[src/rtl/fetch_unit.sv]
`default_nettype none
// ============================================================================
// Module   : fetch_unit
// Brief    : Instruction fetch front end: PC sequencing, in-order memory
//            request/response tracking, instruction FIFO, redirect flush.
// Revision : 1.0 - initial release
// ============================================================================
module fetch_unit #(
    parameter int              XLEN     = 32,
    parameter logic [XLEN-1:0] RESET_PC = '0,
    parameter int              DEPTH    = 2
) (
    input  logic            clk,
    input  logic            reset,
    output logic            imem_req_valid,
    input  logic            imem_req_ready,
    output logic [XLEN-1:0] imem_req_addr,
    input  logic            imem_rsp_valid,
    input  logic [XLEN-1:0] imem_rsp_data,
    input  logic            redirect,
    input  logic [XLEN-1:0] redirect_target,
    output logic            inst_valid,
    input  logic            inst_ready,
    output logic [XLEN-1:0] inst,
    output logic [XLEN-1:0] inst_pc,
    output logic [6:0]      op,
    output logic [2:0]      f3,
    output logic [6:0]      f7
);

    localparam int                 c_CNT_W   = $clog2(DEPTH + 1);
    localparam int                 c_PTR_W   = (DEPTH > 1) ? $clog2(DEPTH) : 1;
    localparam logic [c_CNT_W:0]   c_DEPTH_V = (c_CNT_W + 1)'(DEPTH);
    localparam logic [XLEN-1:0]    c_STEP    = XLEN'(4);

    typedef enum logic [1:0] {
        S_BOOT  = 2'd0,
        S_RUN   = 2'd1,
        S_FLUSH = 2'd2
    } state_t;

    state_t              r_state_q, w_state_d;
    logic [XLEN-1:0]     r_fetch_pc_q, w_fetch_pc_d;
    logic [XLEN-1:0]     r_rsp_pc_q, w_rsp_pc_d;
    logic [c_CNT_W-1:0]  r_out_q, w_out_d;
    logic [c_CNT_W-1:0]  r_discard_q, w_discard_d;
    logic [c_CNT_W-1:0]  r_cnt_q, w_cnt_d;
    logic [c_PTR_W-1:0]  r_wr_ptr_q, w_wr_ptr_d;
    logic [c_PTR_W-1:0]  r_rd_ptr_q, w_rd_ptr_d;
    logic [XLEN-1:0]     r_fifo_data_q [DEPTH];
    logic [XLEN-1:0]     r_fifo_pc_q   [DEPTH];

    logic                w_accept;
    logic                w_rsp_run;
    logic                w_rsp_flush;
    logic                w_push;
    logic                w_pop;
    logic [c_CNT_W:0]    w_inflight;
    logic [c_CNT_W-1:0]  w_out_after;
    logic [c_CNT_W-1:0]  w_disc_after;
    logic [c_CNT_W-1:0]  w_pending;
    logic [XLEN-1:0]     w_target;
    logic [XLEN-1:0]     w_head_data;
    logic [XLEN-1:0]     w_head_pc;
    logic                w_unused_tgt_bits;

    function automatic logic [c_PTR_W-1:0] f_next_ptr(input logic [c_PTR_W-1:0] ptr);
        if (DEPTH == 1) begin
            return '0;
        end
        return ptr + c_PTR_W'(1);
    endfunction

    assign w_target          = {redirect_target[XLEN-1:2], 2'b00};
    assign w_unused_tgt_bits = &{1'b0, redirect_target[1:0]};

    // Credit check covers both in-flight and buffered words so the FIFO can never overflow.
    assign w_inflight     = {1'b0, r_out_q} + {1'b0, r_cnt_q};
    assign imem_req_valid = (r_state_q == S_RUN) && (w_inflight < c_DEPTH_V);
    assign imem_req_addr  = r_fetch_pc_q;
    assign w_accept       = imem_req_valid && imem_req_ready;

    assign w_rsp_run   = imem_rsp_valid && (r_state_q == S_RUN) && (r_out_q != '0);
    assign w_rsp_flush = imem_rsp_valid && (r_state_q == S_FLUSH) && (r_discard_q != '0);
    assign w_push      = w_rsp_run && !redirect;

    assign inst_valid  = (r_cnt_q != '0);
    assign w_pop       = inst_valid && inst_ready;

    assign w_out_after  = r_out_q + c_CNT_W'(w_accept) - c_CNT_W'(w_rsp_run);
    assign w_disc_after = r_discard_q - c_CNT_W'(w_rsp_flush);
    assign w_pending    = w_out_after + w_disc_after;

    always_comb begin
        w_state_d    = r_state_q;
        w_fetch_pc_d = r_fetch_pc_q;
        w_rsp_pc_d   = r_rsp_pc_q;
        w_out_d      = r_out_q;
        w_discard_d  = r_discard_q;
        w_cnt_d      = r_cnt_q + c_CNT_W'(w_push) - c_CNT_W'(w_pop);
        w_wr_ptr_d   = r_wr_ptr_q;
        w_rd_ptr_d   = r_rd_ptr_q;

        case (r_state_q)
            S_BOOT: begin
                w_state_d = S_RUN;
            end
            S_RUN: begin
                w_out_d = w_out_after;
            end
            S_FLUSH: begin
                w_discard_d = w_disc_after;
                if (w_disc_after == '0) begin
                    w_state_d = S_RUN;
                end
            end
            default: begin
                w_state_d = S_BOOT;
            end
        endcase

        if (w_accept) begin
            w_fetch_pc_d = r_fetch_pc_q + c_STEP;
        end
        if (w_push) begin
            w_rsp_pc_d = r_rsp_pc_q + c_STEP;
            w_wr_ptr_d = f_next_ptr(r_wr_ptr_q);
        end
        if (w_pop) begin
            w_rd_ptr_d = f_next_ptr(r_rd_ptr_q);
        end

        // Everything still owed by memory becomes discard debt; buffered words are dropped.
        if (redirect) begin
            w_fetch_pc_d = w_target;
            w_rsp_pc_d   = w_target;
            w_cnt_d      = '0;
            w_wr_ptr_d   = '0;
            w_rd_ptr_d   = '0;
            w_out_d      = '0;
            w_discard_d  = w_pending;
            w_state_d    = (w_pending != '0) ? S_FLUSH : S_RUN;
        end
    end

    always_ff @(posedge clk) begin
        if (reset) begin
            r_state_q    <= S_BOOT;
            r_fetch_pc_q <= RESET_PC;
            r_rsp_pc_q   <= RESET_PC;
            r_out_q      <= '0;
            r_discard_q  <= '0;
            r_cnt_q      <= '0;
            r_wr_ptr_q   <= '0;
            r_rd_ptr_q   <= '0;
        end else begin
            r_state_q    <= w_state_d;
            r_fetch_pc_q <= w_fetch_pc_d;
            r_rsp_pc_q   <= w_rsp_pc_d;
            r_out_q      <= w_out_d;
            r_discard_q  <= w_discard_d;
            r_cnt_q      <= w_cnt_d;
            r_wr_ptr_q   <= w_wr_ptr_d;
            r_rd_ptr_q   <= w_rd_ptr_d;
        end
    end

    // Storage needs no reset: its contents are only observed while the count is non-zero.
    always_ff @(posedge clk) begin
        if (w_push && !reset) begin
            r_fifo_data_q[r_wr_ptr_q] <= imem_rsp_data;
            r_fifo_pc_q[r_wr_ptr_q]   <= r_rsp_pc_q;
        end
    end

    assign w_head_data = r_fifo_data_q[r_rd_ptr_q];
    assign w_head_pc   = r_fifo_pc_q[r_rd_ptr_q];

    assign inst    = inst_valid ? w_head_data : '0;
    assign inst_pc = inst_valid ? w_head_pc   : '0;
    assign op      = inst[6:0];
    assign f3      = inst[14:12];
    assign f7      = inst[31:25];

endmodule
`default_nettype wire
[config.mk]
export PLATFORM = sky130hd
export DESIGN_NAME = fetch_unit
export DESIGN_NICKNAME = d
export VERILOG_FILES = /design/src/rtl/fetch_unit.sv
export SDC_FILE = /design/constraint.sdc
export NUM_CORES = 1
export LEC_CHECK = 0
export ABC_AREA = 0
export CAP_MARGIN = 20
export CORE_ASPECT_RATIO = 0.8
export CORE_UTILIZATION = 50
export DETAILED_ROUTE_END_ITERATION = 12
export HOLD_SLACK_MARGIN = 0.03
export PLACE_DENSITY = 0.78
export SYNTH_ARGS = -nofsm -noshare
export SYNTH_HDL_FRONTEND = slang
export SYNTH_SLANG_ARGS = --single-unit
[constraint.sdc]
create_clock -name clk -period 18.8 [get_ports clk]
set_clock_uncertainty 0.05 [all_clocks]
set_input_delay 3.76 -clock clk [delete_from_list [all_inputs] [get_ports clk]]
set_output_delay 3.76 -clock clk [all_outputs]
set_load 0.02 [all_outputs]
==> impl_results.md, run 1 <==
* Fmax at 0.140 GHz
* Clock-pin slew on the worst setup and hold paths at about 70 ps
* CTS tree: built
* Hold Path Depth at 2
* Die ar. at 18,800 um2
* Share of the synthesized area in the top cell type at 0.408
* Placed cell areas at approximately 11,000 um2
* CTS max path bufs at 2
* CP max FO at 44
* CTS Hold Buffers Added at 0
* Max stage delay on crit path at between 800 and 900 ps
* Cells after DPL at between 1,000 and 1,500
* CP Class: in -> reg
* DR iter-0 viols at 650
* Antenna-violating nets left at 0
* Worst-Margin Slew at ~1100 ps
* Port-buffer cells at between 150 and 200
* # DRC at 0
* Crit path time final at around 7000 ps
* # fillers at between 1,000 and 1,500
* Pin count of the biggest net entering global routing at 64
* Yosys top cell by area: edfxtp_1
* Share of cells above drive strength 1 at 0.0541
* TritonCTS Buffers at 17
* Leakage at 3.69 nW
* Detailed Route WL at ~22 mm
* R2r setup slk at approximately 15,000 ps
* Area Growth Syn to Fin at 26.0%
* Reg2Reg Depth at 13
* Post-DP HPWL at ~15 mm
* Setup crit end kind: register
* Final cell count without fillers at 1,186
* ANT cells at 0
* Synth Flop Type: edfxtp_1
* Initial antenna violation count at 0
* Distinct cell type count after synthesis at between 50 and 60
* P per Cell Area at around 78 nW/um2
* Power Total at ~900 uW
* First-pass GRT wire length at between 30 and 40 mm
* Slew Limit Fails at 0
* Number of flops mapped to enable cells by yosys at between 100 and 150
* Pre-Repair DR Iteration Count at 5
* Cells after synthesis at between 800 and 900
* Mean Syn Cell Area at 11.3 um2
* Crit-path cells: clkdlybuf4s50_1, or2_2, nor3_1, and2_2, buf_4
* Critical Path RT at around 19,000 ps
* Synth Cell Area at slightly above 9000 um2
* Setup TNS at 0 ps
* Flops & latches, synth at 195
* Vias per cell at roughly 6.0
* Placer Congestion at ~0.89
* Crit path max-delay family: simple AND/OR/NAND/NOR gates
* Sequential area share after synthesis at 0.563
* WP data arrival at 7170 ps
* Max_cap viols at 0
* Worst setup SP type: input port
* CTS resizes at 0
* Vias in the first global route at about 6,500
* Setup bufs post-CTS at 0
* Die H at roughly 120 um
* Clk Latency, worst-skew pair at approximately 430 ps
* CP max-delay cell: clkdlybuf4s50_1
* Clk sinks at a little under 200
* Fin. Hold Viols at 0
* H-tree depth at 4
* Routed wire per std cell at around 19 um
* Hold Crit Start: r_rd_ptr_q$_SDFFE_PP0P_
* Setup violators final at 0
* Final-stage net count at 1,027
* VDD IR-drop max at 52.5 uV
* Synth warn at 0
* Relative slew slack at 0.275
* Gr ovfl total at 0
* RSZ-0062 raised after global routing: false
* Hold Crit Class: reg -> reg
* CORE AREA at approximately 18,000 um2
* Vias at about 7,100
* Row count at 43
* WP buf/inv at 2
* Initial Util at 0.519
* Period utilization at 0.381
* Cell area after layout at ~12,000 um2
* Die X-Extent at about 150 um
* I/O pins at between 150 and 200
* Post-synth ARST share at 0
* Status: complete, no violations
* Worst reg2reg path endpoint: r_state_q[1]$_SDFFE_PP0P_
* Reg2reg start: r_out_q[0]$_SDFFE_PP0N_
* Gr usage total at 0.239
* Synth area leaders: edfxtp_1, dfxtp_1, mux2i_1
* Root buffer cell: clkbuf_16
-- layout make-up --
cell class,instances,area [um2],area share
repair buffers,186,1840,0.160
clock buffers,18,429,0.0373
multi-input cells,531,3610,0.314
inverters,17,63.8,0.00554
clock inverters,14,136,0.0118
flip-flops and latches,195,5150,0.447
well taps,225,282,0.0245
-- synth_stat cells, drive strengths merged, types with 2 or more instances --
| library cell | instances |
|---|---|
| nor2b | 3 |
| and2 | 15 |
| o211ai | 16 |
| edfxtp | 124 |
| or4b | 4 |
| and3 | 9 |
| a211o | 3 |
| o311a | 3 |
| clkbuf | 39 |
| a21boi | 14 |
| or3 | 7 |
| o311ai | 6 |
| buf | 28 |
| a21oi | 11 |
| nand3 | 23 |
| or4 | 11 |
| o31a | 4 |
| nand2 | 30 |
| ha | 8 |
| inv | 15 |
| a211oi | 9 |
| nor2 | 83 |
| mux2i | 63 |
| o31ai | 6 |
| nor4b | 4 |
| clkinv | 2 |
| a31oi | 15 |
| nor3 | 21 |
| o21a | 16 |
| a311oi | 9 |
| nor3b | 5 |
| xnor2 | 15 |
| dfxtp | 71 |
| o21ai | 24 |
| nand4 | 30 |
| xor2 | 7 |
| nor4 | 19 |
| and4 | 20 |
-- flip-flops by register name, indices dropped and copies added, names as in the netlist, named ones only --
name           count
r_fifo_data_q     64
r_fifo_pc_q       60
imem_req_addr     30
r_rsp_pc_q        30
r_cnt_q            2
r_discard_q        2
r_out_q            2
r_state_q          2
r_rd_ptr_q         1
r_wr_ptr_q         1
-- how the worst max path moves through the flow --
stage	cells past startpoint	from	end	slack (ps)
floorplan	5	reset	r_fifo_data_q[0][0]$_DFFE_PP_	9400
global placement	5	reset	r_fifo_pc_q[1][5]$_DFFE_PP_	11260
detailed placement	5	reset	r_fifo_pc_q[1][5]$_DFFE_PP_	11250
CTS	5	reset	r_fifo_pc_q[1][7]$_DFFE_PP_	11710
global route	5	reset	r_fifo_data_q[1][30]$_DFFE_PP_	11450
finish	5	reset	r_fifo_pc_q[1][14]$_DFFE_PP_	11640
-- layout by cell type (no fill, tap or decap), types with 16 or more instances in the layout --
cell	instances
clkdlybuf4s50_1	177
nand3_1	23
o21a_1	16
o21ai_0	24
clkbuf_16	17
nor2_1	82
and4_1	20
nor3_1	20
nand4_1	28
mux2i_1	63
edfxtp_1	124
nor4_1	18
dfxtp_1	70
nand2_1	30
o211ai_1	16
-- stage by stage --
step	util	hold WS, ps	setup WS [ps]
after CTS	0.654	464	11710
after floorplan	-	414	9400
after global routing	0.654	487	11450
after global placement	0.622	442	11260
final	0.654	464	11640
after detailed placement	0.622	447	11250
-- metal layers --
metal / GRT usage / wire length (um) / vias up
met2: 0.353 / 9550 / 395
met3: 0.0624 / 2060 / 20
met1: 0.347 / 10200 / 3371
met5: 0 / 0 / -
met4: 0.0650 / 173 / 0
li1: - / - / 3352
-- kinds of logic (layout without fill, tap and decap cells) --
kind of cell | count (synthesis) | count (layout) | synth area share
compound gates | 141 | 141 | 0.109
xor+xnor | 23 | 23 | 0.0236
fa+ha+maj | 9 | 9 | 0.0131
buf+inv | 84 | 235 | 0.0440
flops | 195 | 195 | 0.563
mux | 63 | 63 | 0.0690
other cells | 1 | 4 | 0.000411
simple gates | 291 | 291 | 0.177
-- worst register-to-register path, delay by kind of cell (launching register included) --
| family | cells | cell delay [ps] |
|---|---|---|
| AO/OA/AOI/OAI | 1 | 310 |
| buffers and inverters | 2 | 260 |
| flip-flops | 1 | 400 |
| adder cells (fa/ha/maj) | 4 | 1240 |
| AND/OR/NAND/NOR | 4 | 1300 |
| XOR/XNOR | 2 | 510 |
-- where the power goes --
group	total, mW	internal (mW)	switching [mW]
logic	0.0738	0.0356	0.0382
registers	0.481	0.464	0.0170
clock network	0.344	0.176	0.168
Note: power is estimated with default switching activity, not from simulation.
==> run 2, diff against run 1 <==
--- a/config.mk
+++ b/config.mk
@@ -8,10 +8,10 @@
 export ABC_AREA = 0
 export CAP_MARGIN = 20
 export CORE_ASPECT_RATIO = 0.8
-export CORE_UTILIZATION = 50
+export CORE_UTILIZATION = 47
 export DETAILED_ROUTE_END_ITERATION = 12
 export HOLD_SLACK_MARGIN = 0.03
-export PLACE_DENSITY = 0.78
+export PLACE_DENSITY = 0.77
 export SYNTH_ARGS = -nofsm -noshare
 export SYNTH_HDL_FRONTEND = slang
 export SYNTH_SLANG_ARGS = --single-unit
==> constraint.sdc (replaced) <==
create_clock -name clk -period 6.1 [get_ports clk]
set_clock_uncertainty 0.05 [all_clocks]
set_input_delay 1.22 -clock clk [delete_from_list [all_inputs] [get_ports clk]]
set_output_delay 1.22 -clock clk [all_outputs]
set_load 0.02 [all_outputs]
==> impl_results.md, run 2 (synthesis gave the netlist of run 1 again) <==
* # DRC at 0 (unchanged)
* Max_cap viols at 0 (unchanged)
* Power share of the clock group at 0.397 (was 0.383)
* Utilization after layout at 0.610 (was 0.654)
* Setup crit end kind: register (unchanged)
* Fmax at about 0.24 GHz
* Area Growth Syn to Fin at 27.1% (was 26.0%)
* Cells after DPL at 1,189 (was 1,154)
* DR iter-0 viols at 583 (was 650)
* Relative slew slack at 0.272 (was 0.275)
* Commonest non-fill, non-tap cells in the layout: clkdlybuf4s50_1, edfxtp_1, nor2_1, dfxtp_1, mux2i_1 (unchanged)
* Switching share of power at 0.250 (was 0.248)
* Clock-pin slew on the worst setup and hold paths at 70 ps (about the same)
* WP data arrival at 4440 ps (was 7170 ps)
* Status: complete, no violations (unchanged)
* # fillers at 1,518 (was 1,312)
* Slew Limit Fails at 0 (unchanged)
* Pin count of the biggest net entering global routing at 63 (was 64)
* CTS resizes at 0 (unchanged)
* Most common cell after layout, fill and taps aside: clkdlybuf4s50_1 (unchanged)
* Hold Crit Class: reg -> reg (unchanged)
* Die X-Extent at 158 um (was 153 um)
* Final-stage net count at 1,029 (was 1,027)
* Gr ovfl total at 0 (unchanged)
* Worst hold slack at 464 ps (about the same)
* Max reg flops at 64 (unchanged)
* CP Class: in -> reg (unchanged)
* H-tree depth at 4 (unchanged)
* First-pass GRT wire length at 35.1 mm (was 34.8 mm)
* Post-DP HPWL at 15.7 mm (was 14.9 mm)
* Share of cells above drive strength 1 at 0.0561 (was 0.0541)
* VDD IR-drop max at 152 uV (was 52.5 uV)
* CTS tree: built (unchanged)
* Hold Crit Start: r_out_q[0]$_SDFFE_PP0N_ (was r_rd_ptr_q$_SDFFE_PP0P_)
* Power Total at 2.84 mW (was 899 uW)
* Combinational Power Share at 0.081 (was 0.082)
* Antenna-violating nets left at 0 (unchanged)
* I/O pins at 185 (unchanged)
* Reg2reg start: r_out_q[0]$_SDFFE_PP0N_ (unchanged)
* Cell area after layout at 11,600 um2 (was 11,500 um2)
* RSZ-0062 raised after global routing: false (unchanged)
* Gr usage total at 0.230 (was 0.239)
* TritonCTS Buffers at 17 (unchanged)
* Fin worst setup slack at 1940 ps (was 11,640 ps)
* CORE AREA at 19,000 um2 (was 17,600 um2)
* Setup bufs post-CTS at 0 (unchanged)
* Vias per cell at 5.89 (was 6.02)
* Root buffer cell: clkbuf_16 (unchanged)
* Setup TNS at 0 ps (unchanged)
* Clk Latency, worst-skew pair at 440 ps (was 430 ps)
* Biggest register: r_fifo_data_q (unchanged)
* Seq pwr share at 0.523 (was 0.535)
* CTS Hold Buffers Added at 0 (unchanged)
* Crit path time final at 4160 ps
* Pre-CTS setup slack at 1570 ps (was 11,250 ps)
* Biggest registers after layout: r_fifo_data_q (64), r_fifo_pc_q (60) (unchanged)
* CTS max path bufs at 2 (unchanged)
* Leakage at 3.72 nW (was 3.69 nW)
* Period utilization at 0.682
* P per Cell Area at 245 nW/um2 (was 78.1 nW/um2)
* CP max FO at 11 (was 44)
* Fin. Hold Viols at 0 (unchanged)
* Switching power at 711 uW (was 223 uW)
* Initial antenna violation count at 0 (unchanged)
* Vias at 7,193 (was 7,138)
* Routed wire per std cell at 18.7 um (was 18.6 um)
* Worst setup SP type: input port (unchanged)
* Critical Path RT at 6380 ps (was 18,820 ps)
* Worst-Margin Slew at 1090 ps (about the same)
* Initial Util at 0.480 (was 0.519)
* Detailed Route WL at 22.8 mm (was 22.0 mm)
* Placed cell areas at 11,000 um2 (was 10,900 um2)
* ANT cells at 0 (unchanged)
* Clk sinks at 195 (unchanged)
* Pre-Repair DR Iteration Count at 5 (unchanged)
* Final cell count without fillers at 1,221 (was 1,186)
* Placer Congestion at 0.915 (was 0.892)
* Die H at 127 um (was 123 um)
* Setup violators final at 0 (unchanged)
* Pint at 2.13 mW (was 676 uW)
* Die ar. at 20,000 um2 (was 18,800 um2)
* Vias in the first global route at 6,563 (was 6,501)
* Row count at 45 (was 43)
* Port-buffer cells at 178 (unchanged)
* CP startpoint: imem_rsp_valid (was reset)
## run 2: cell type report
class | instances | area (um2) | area share
Sequential cell | 195 | 5150 | 0.444
Multi-Input combinational cell | 531 | 3620 | 0.312
Timing Repair Buffer | 188 | 1850 | 0.160
Clock buffer | 17 | 425 | 0.0366
Tap cell | 258 | 323 | 0.0278
Clock inverter | 15 | 175 | 0.0151
Inverter | 17 | 63.8 | 0.00550
## run 2: power by group through the flow
stage / logic (mW) / registers (mW) / clock network [mW]
floorplan: 0.107 / 1.51 / 0
global placement: 0.220 / 1.51 / 0
detailed placement: 0.224 / 1.51 / 0
CTS: 0.226 / 1.48 / 1.15
global route: 0.245 / 1.49 / 1.20
finish: 0.229 / 1.48 / 1.13
## run 2: metal layers
layer / GRT usage / part of all wire
met3: 0.0625 / 0.11
met1: 0.338 / 0.46
met5: 0 / 0
met2: 0.331 / 0.42
met4: 0.0657 / 0.011
## run 2: final timing paths
kind                               end  slack (ps)  cells after the start
min reg2reg    r_out_q[0]$_SDFFE_PP0N_         460                      2
min            r_out_q[0]$_SDFFE_PP0N_         460                      2
max          r_state_q[1]$_SDFFE_PP0P_        1940                     12
max reg2reg  r_state_q[1]$_SDFFE_PP0P_        2060                     13
## run 2: worst max-delay path, cell delays in order
cell and delay (ps):
clkdlybuf4s50_1 530, o21a_1 290, nand2_1 300, inv_1 410
ha_1 300, inv_1 60, ha_1 230, ha_1 220
xor2_1 140, xnor3_1 360, nand2_1 80, o221a_2 300
==> run 3, diff against run 2 <==
--- a/config.mk
+++ b/config.mk
@@ -8,10 +8,10 @@
 export ABC_AREA = 0
 export CAP_MARGIN = 20
 export CORE_ASPECT_RATIO = 0.8
-export CORE_UTILIZATION = 47
+export CORE_UTILIZATION = 50
 export DETAILED_ROUTE_END_ITERATION = 12
 export HOLD_SLACK_MARGIN = 0.03
-export PLACE_DENSITY = 0.77
+export PLACE_DENSITY = 0.78
 export SYNTH_ARGS = -nofsm -noshare
 export SYNTH_HDL_FRONTEND = slang
 export SYNTH_SLANG_ARGS = --single-unit
==> constraint.sdc (replaced) <==
create_clock -name clk -period 4.1 [get_ports clk]
set_clock_uncertainty 0.05 [all_clocks]
set_input_delay 0.82 -clock clk [delete_from_list [all_inputs] [get_ports clk]]
set_output_delay 0.82 -clock clk [all_outputs]
set_load 0.02 [all_outputs]
==> impl_results.md, run 3 (synthesis gave the netlist of run 1 again) <==
* Worst-Margin Slew at 935 ps (was 1090 ps)
* Setup crit end kind: register (unchanged)
* Hold Crit Class: reg -> reg (unchanged)
* Fmax at around 0.27 GHz
* Placed cell areas at 11,100 um2 (was 11,000 um2)
* Cell mode on critical path: ha_1 (unchanged)
* Worst setup SP type: register (was input port)
* Status: complete, no violations (unchanged)
* Die H at 123 um (was 127 um)
* TritonCTS Buffers at 17 (unchanged)
* Routed wire per std cell at 18.7 um (about the same)
* Vias at 7,236 (was 7,193)
* Max_cap viols at 0 (unchanged)
* Gr usage total at 0.246 (was 0.230)
* Crit path max-delay family: adder cells (was buffers and inverters)
* Seq pwr share at 0.540 (was 0.523)
* CP max FO at 8 (was 11)
* CORE AREA at 17,600 um2 (was 19,000 um2)
* Biggest registers after layout: r_fifo_data_q (64), r_fifo_pc_q (60) (unchanged)
* Commonest non-fill, non-tap cells in the layout: clkdlybuf4s50_1, edfxtp_1, nor2_1, dfxtp_1, mux2i_1 (unchanged)
* Vias per cell at 6.05 (was 5.89)
* R2r setup slk at 370 ps (was 2060 ps)
* Slew Limit Fails at 0 (unchanged)
* Antenna-violating nets left at 0 (unchanged)
* CP max-delay cell: or4b_4 (was clkdlybuf4s50_1)
* Power share of the clock group at 0.375 (was 0.397)
* Placer Congestion at 0.959 (was 0.915)
* Setup bufs post-CTS at 0 (unchanged)
* CP Class: reg -> reg (was in -> reg)
* Row count at 43 (was 45)
* Most common cell after layout, fill and taps aside: clkdlybuf4s50_1 (unchanged)
* Critical Path RT at 4380 ps (was 6380 ps)
* WP data arrival at 4010 ps (was 4440 ps)
* Detailed Route WL at 22.4 mm (was 22.8 mm)
* Post-DP HPWL at 15.6 mm (was 15.7 mm)
* Combinational Power Share at 0.085 (was 0.081)
* H-tree depth at 4 (unchanged)
* Area Growth Syn to Fin at 27.1% (about the same)
* Share of cells above drive strength 1 at 0.0618 (was 0.0561)
* # fillers at 1,342 (was 1,518)
* Die ar. at 18,800 um2 (was 20,000 um2)
* Relative slew slack at 0.370 (was 0.272)
* Clock-pin slew on the worst setup and hold paths at 70 ps (about the same)
* Cell area after layout at 11,600 um2 (about the same)
* DR iter-0 viols at 640 (was 583)
* Port-buffer cells at 178 (unchanged)
* Initial antenna violation count at 0 (unchanged)
* Biggest register: r_fifo_data_q (unchanged)
* I/O pins at 185 (unchanged)
* Pin count of the biggest net entering global routing at 64 (was 63)
* Seq. cell area at 5150 um2 (unchanged)
* Max stage delay on crit path at 600 ps (was 530 ps)
* VDD IR-drop max at 221 uV (was 152 uV)
* CTS resizes at 0 (unchanged)
* Setup violators final at 0 (unchanged)
* Gr ovfl total at 0 (unchanged)
* Setup TNS at 0 ps (unchanged)
* Switching power at 997 uW (was 711 uW)
* WP buf/inv at 2 (was 3)
* Clk Latency, worst-skew pair at 430 ps (was 440 ps)
* CTS max path bufs at 2 (unchanged)
* First-pass GRT wire length at 35.6 mm (was 35.1 mm)
* Root buffer cell: clkbuf_16 (unchanged)
* Max reg flops at 64 (unchanged)
* P per Cell Area at 352 nW/um2 (was 245 nW/um2)
* Initial Util at 0.519 (was 0.480)
* Pint at 3.09 mW (was 2.13 mW)
* Fin. Hold Viols at 0 (unchanged)
* ANT cells at 0 (unchanged)
* Leakage at 3.74 nW (was 3.72 nW)
* Worst hold slack at 471 ps (was 464 ps)
* Crit-path cells: and2_1, fa_1, or4b_4, nor2_1, inv_1, ha_1, inv_1, ha_1, ha_1, xor2_1, xnor3_1, nand2_1, o221a_2 (was clkdlybuf4s50_1, o21a_1, nand2_1, inv_1, ha_1, inv_1, ha_1, ha_1, xor2_1, xnor3_1, nand2_1, o221a_2)
* RSZ-0062 raised after global routing: false (unchanged)
* Pre-Repair DR Iteration Count at 4 (was 5)
* Clk sinks at 195 (unchanged)
* Multi-input combinational cell area at 3620 um2 (unchanged)
* Period utilization at 0.910
* CTS Hold Buffers Added at 0 (unchanged)
* Final-stage net count at 1,037 (was 1,029)
* CTS tree: built (unchanged)
* Vias in the first global route at 6,605 (was 6,563)
* # DRC at 0 (unchanged)
* Die X-Extent at 153 um (was 158 um)
* Switching share of power at 0.244 (was 0.250)
* Crit path time final at between 3000 and 4000 ps
-- run 3: power by group through the flow --
stage                     clock network [mW]  registers [mW]  logic [mW]
after global routing                    1.64            2.21       0.371
after global placement                     0            2.24       0.331
after CTS                               1.56            2.20       0.342
after floorplan                            0            2.25       0.160
after detailed placement                   0            2.25       0.338
final                                   1.53            2.21       0.346
-- run 3: final cells by class --
class,count,area share
clock buffers,18,0.0370
well taps,225,0.0242
inverters,17,0.00550
flip-flops and latches,195,0.443
repair buffers,196,0.168
clock inverters,14,0.0102
multi-input cells,531,0.312
-- run 3: through the flow --
step | utilization | power (mW) | cells | setup slack [ps]
6_report | 0.660 | 4.09 | 1196 | 368
5_1_grt | 0.660 | 4.23 | 1196 | 183
4_1_cts | 0.660 | 4.10 | 1196 | 367
3_5_place_dp | 0.629 | 2.58 | 1164 | 375
3_3_place_gp | 0.629 | 2.57 | 1164 | 442
2_1_floorplan | - | 2.41 | 810 | 211
-- run 3: final timing paths --
| path | startpoint | end | cells past startpoint |
|---|---|---|---|
| min reg2reg | r_out_q[0]$_SDFFE_PP0N_ | r_out_q[0]$_SDFFE_PP0N_ | 2 |
| min | r_out_q[0]$_SDFFE_PP0N_ | r_out_q[0]$_SDFFE_PP0N_ | 2 |
| max | r_out_q[0]$_SDFFE_PP0N_ | r_state_q[1]$_SDFFE_PP0P_ | 13 |
| max reg2reg | r_out_q[0]$_SDFFE_PP0N_ | r_state_q[1]$_SDFFE_PP0P_ | 13 |
-- run 3: worst reg2reg max path: cells and delay by family (launching register included) --
kind            cells  cell delay [ps]
simple gates        4             1020
xor+xnor            2              510
compound gates      1              300
fa+ha+maj           4             1200
flops               1              390
buf+inv             2              180
-- run 3: metal layers --
metal	track usage	wire, um	vias to the layer above
met5	0	0	-
met3	0.0582	2320	27
met4	0.0688	303	0
met1	0.356	10200	3409
li1	-	-	3358
met2	0.368	9550	442
==> RTL change (config.mk and constraints of run 1) <==
Change the parameter `DEPTH` from 2 to 4.
--- a/src/rtl/fetch_unit.sv
+++ b/src/rtl/fetch_unit.sv
@@ -10,3 +10,3 @@
     parameter logic [XLEN-1:0] RESET_PC = '0,
-    parameter int              DEPTH    = 2
+    parameter int              DEPTH    = 4
 ) (
Formal check against the unedited RTL: not equivalent (Yosys sat finds a counterexample within 4 cycles, from zero or initial values and one cycle with reset high).
==> RTL change against run 1 <==
- wire length grew 33%
- total power grew 66%
- global-route usage is 3.5 points lower
- design area is 48% higher
- sequential cell count increased by 130
- synthesized area grew 54%
- fmax decreased by 4.0%
- worst setup slack got worse by 0.30 ns
- sequential share of layout area rose by 8.0 points
- highest routed layer unchanged
==> RTL change: results (changes against run 1) <==
INFO  metric outcome = finished clean
INFO  metric globalplace.congestion = 0.867 (-2.8%)
INFO  metric timing.critical_path.arrival = 7.89 ns (+0.72 ns)
INFO  metric pwr-share-clk = 40.7% (+2.4 points)
INFO  metric muxShareOfSynthArea = 10.0% (+3.1 points)
INFO  metric synth_compound_gate_area_share = 5.46% (-5.5 points)
INFO  metric timing.critical_path.slowest_stage_cell = sky130_fd_sc_hd__inv_1
INFO  metric post-place-ws = 10.77 ns (-0.478 ns)
INFO  metric grt_util_met2 = 32.3% (-3.0 points)
INFO  metric vdd_drop_max = 0.0707 mV (+35%)
INFO  metric netlist_instances = 948 (+17%)
INFO  metric top_registers = r_fifo_data_q: 128 flops, r_fifo_pc_q: 120 flops
INFO  metric final_nets = 1195 (+16%)
INFO  metric met3_wirelength = 2010 µm (-2.4%)
INFO  metric grtUsageMet1 = 30.2% (-4.5 points)
INFO  metric postLayoutSetupSlackWorst = 11.34 ns (-0.302 ns)
INFO  metric met2_wirelength = 13100 µm (+37%)
INFO  metric reg2reg_to = r_state_q[0]
INFO  metric synth.cells.most_frequent = sky130_fd_sc_hd__edfxtp_1, sky130_fd_sc_hd__dfxtp_1, sky130_fd_sc_hd__and2_1
INFO  metric cts.htree.levels = 1 (-3)
INFO  metric seq-power = 801 µW (+67%)
INFO  metric seq_area_frac_synth = 64.1% (+7.8 points)
INFO  metric globalRouteMet3Util = 3.25% (-3.0 points)
INFO  metric crit-reg2reg-launch = r_state_q[0]
INFO  metric p_clk = 608 µW (+77%)
INFO  metric number_of_enable_type_register_cells_in_the_synthesized_netlist = 248 (+100%)
INFO  metric avgViaCountPerCell = 5.58 (-7.3%)
INFO  metric grt_first_pass_wirelength = 45200 µm (+30%)
INFO  metric placed_instance_area = 16000 µm² (+46%)
INFO  metric cp_slowest_stage_delay = 0.59 ns (-0.25 ns)
INFO  metric timing.max_slew.rel_slack = 31.5% (+4.0 points)
INFO  metric grt_util_all_layers = 20.4% (-3.5 points)
INFO  metric grt_pass1_vias = 8146 (+25%)
INFO  metric route.layer.met1.wl = 13800 µm (+35%)
INFO  metric yosys.area_share.xor_xnor = 4.33% (+2.0 points)
INFO  metric pin_count_of_the_biggest_net_entering_global_routing = 69 (+7.8%)
INFO  metric fp.dieW = 189 µm (+24%)
INFO  metric p_leak = 5.66 nW (+53%)
INFO  metric inserted_clock_buffers = 31 (+14)
==> RTL change: how the worst min path moves through the flow <==
stage | from | slack (ns) | cells past startpoint | to
detailed placement | r_wr_ptr_q[1] | 0.44 | 2 | r_wr_ptr_q[1]
CTS | r_wr_ptr_q[1] | 0.45 | 2 | r_wr_ptr_q[1]
global placement | r_wr_ptr_q[1] | 0.43 | 2 | r_wr_ptr_q[1]
floorplan | r_wr_ptr_q[1] | 0.42 | 2 | r_wr_ptr_q[1]
global route | r_wr_ptr_q[1] | 0.46 | 2 | r_wr_ptr_q[1]
finish | r_wr_ptr_q[1] | 0.45 | 2 | r_wr_ptr_q[1]
==> RTL change: area by class of cell <==
type / instances / area (µm²) / share of cell area [%]
Timing Repair Buffer: 190 / 1880 / 11.1
Sequential cell: 325 / 8990 / 52.8
Clock buffer: 38 / 822 / 4.82
Multi-Input combinational cell: 521 / 4570 / 26.8
Clock inverter: 19 / 176 / 1.04
Tap cell: 364 / 455 / 2.67
Inverter: 38 / 143 / 0.837
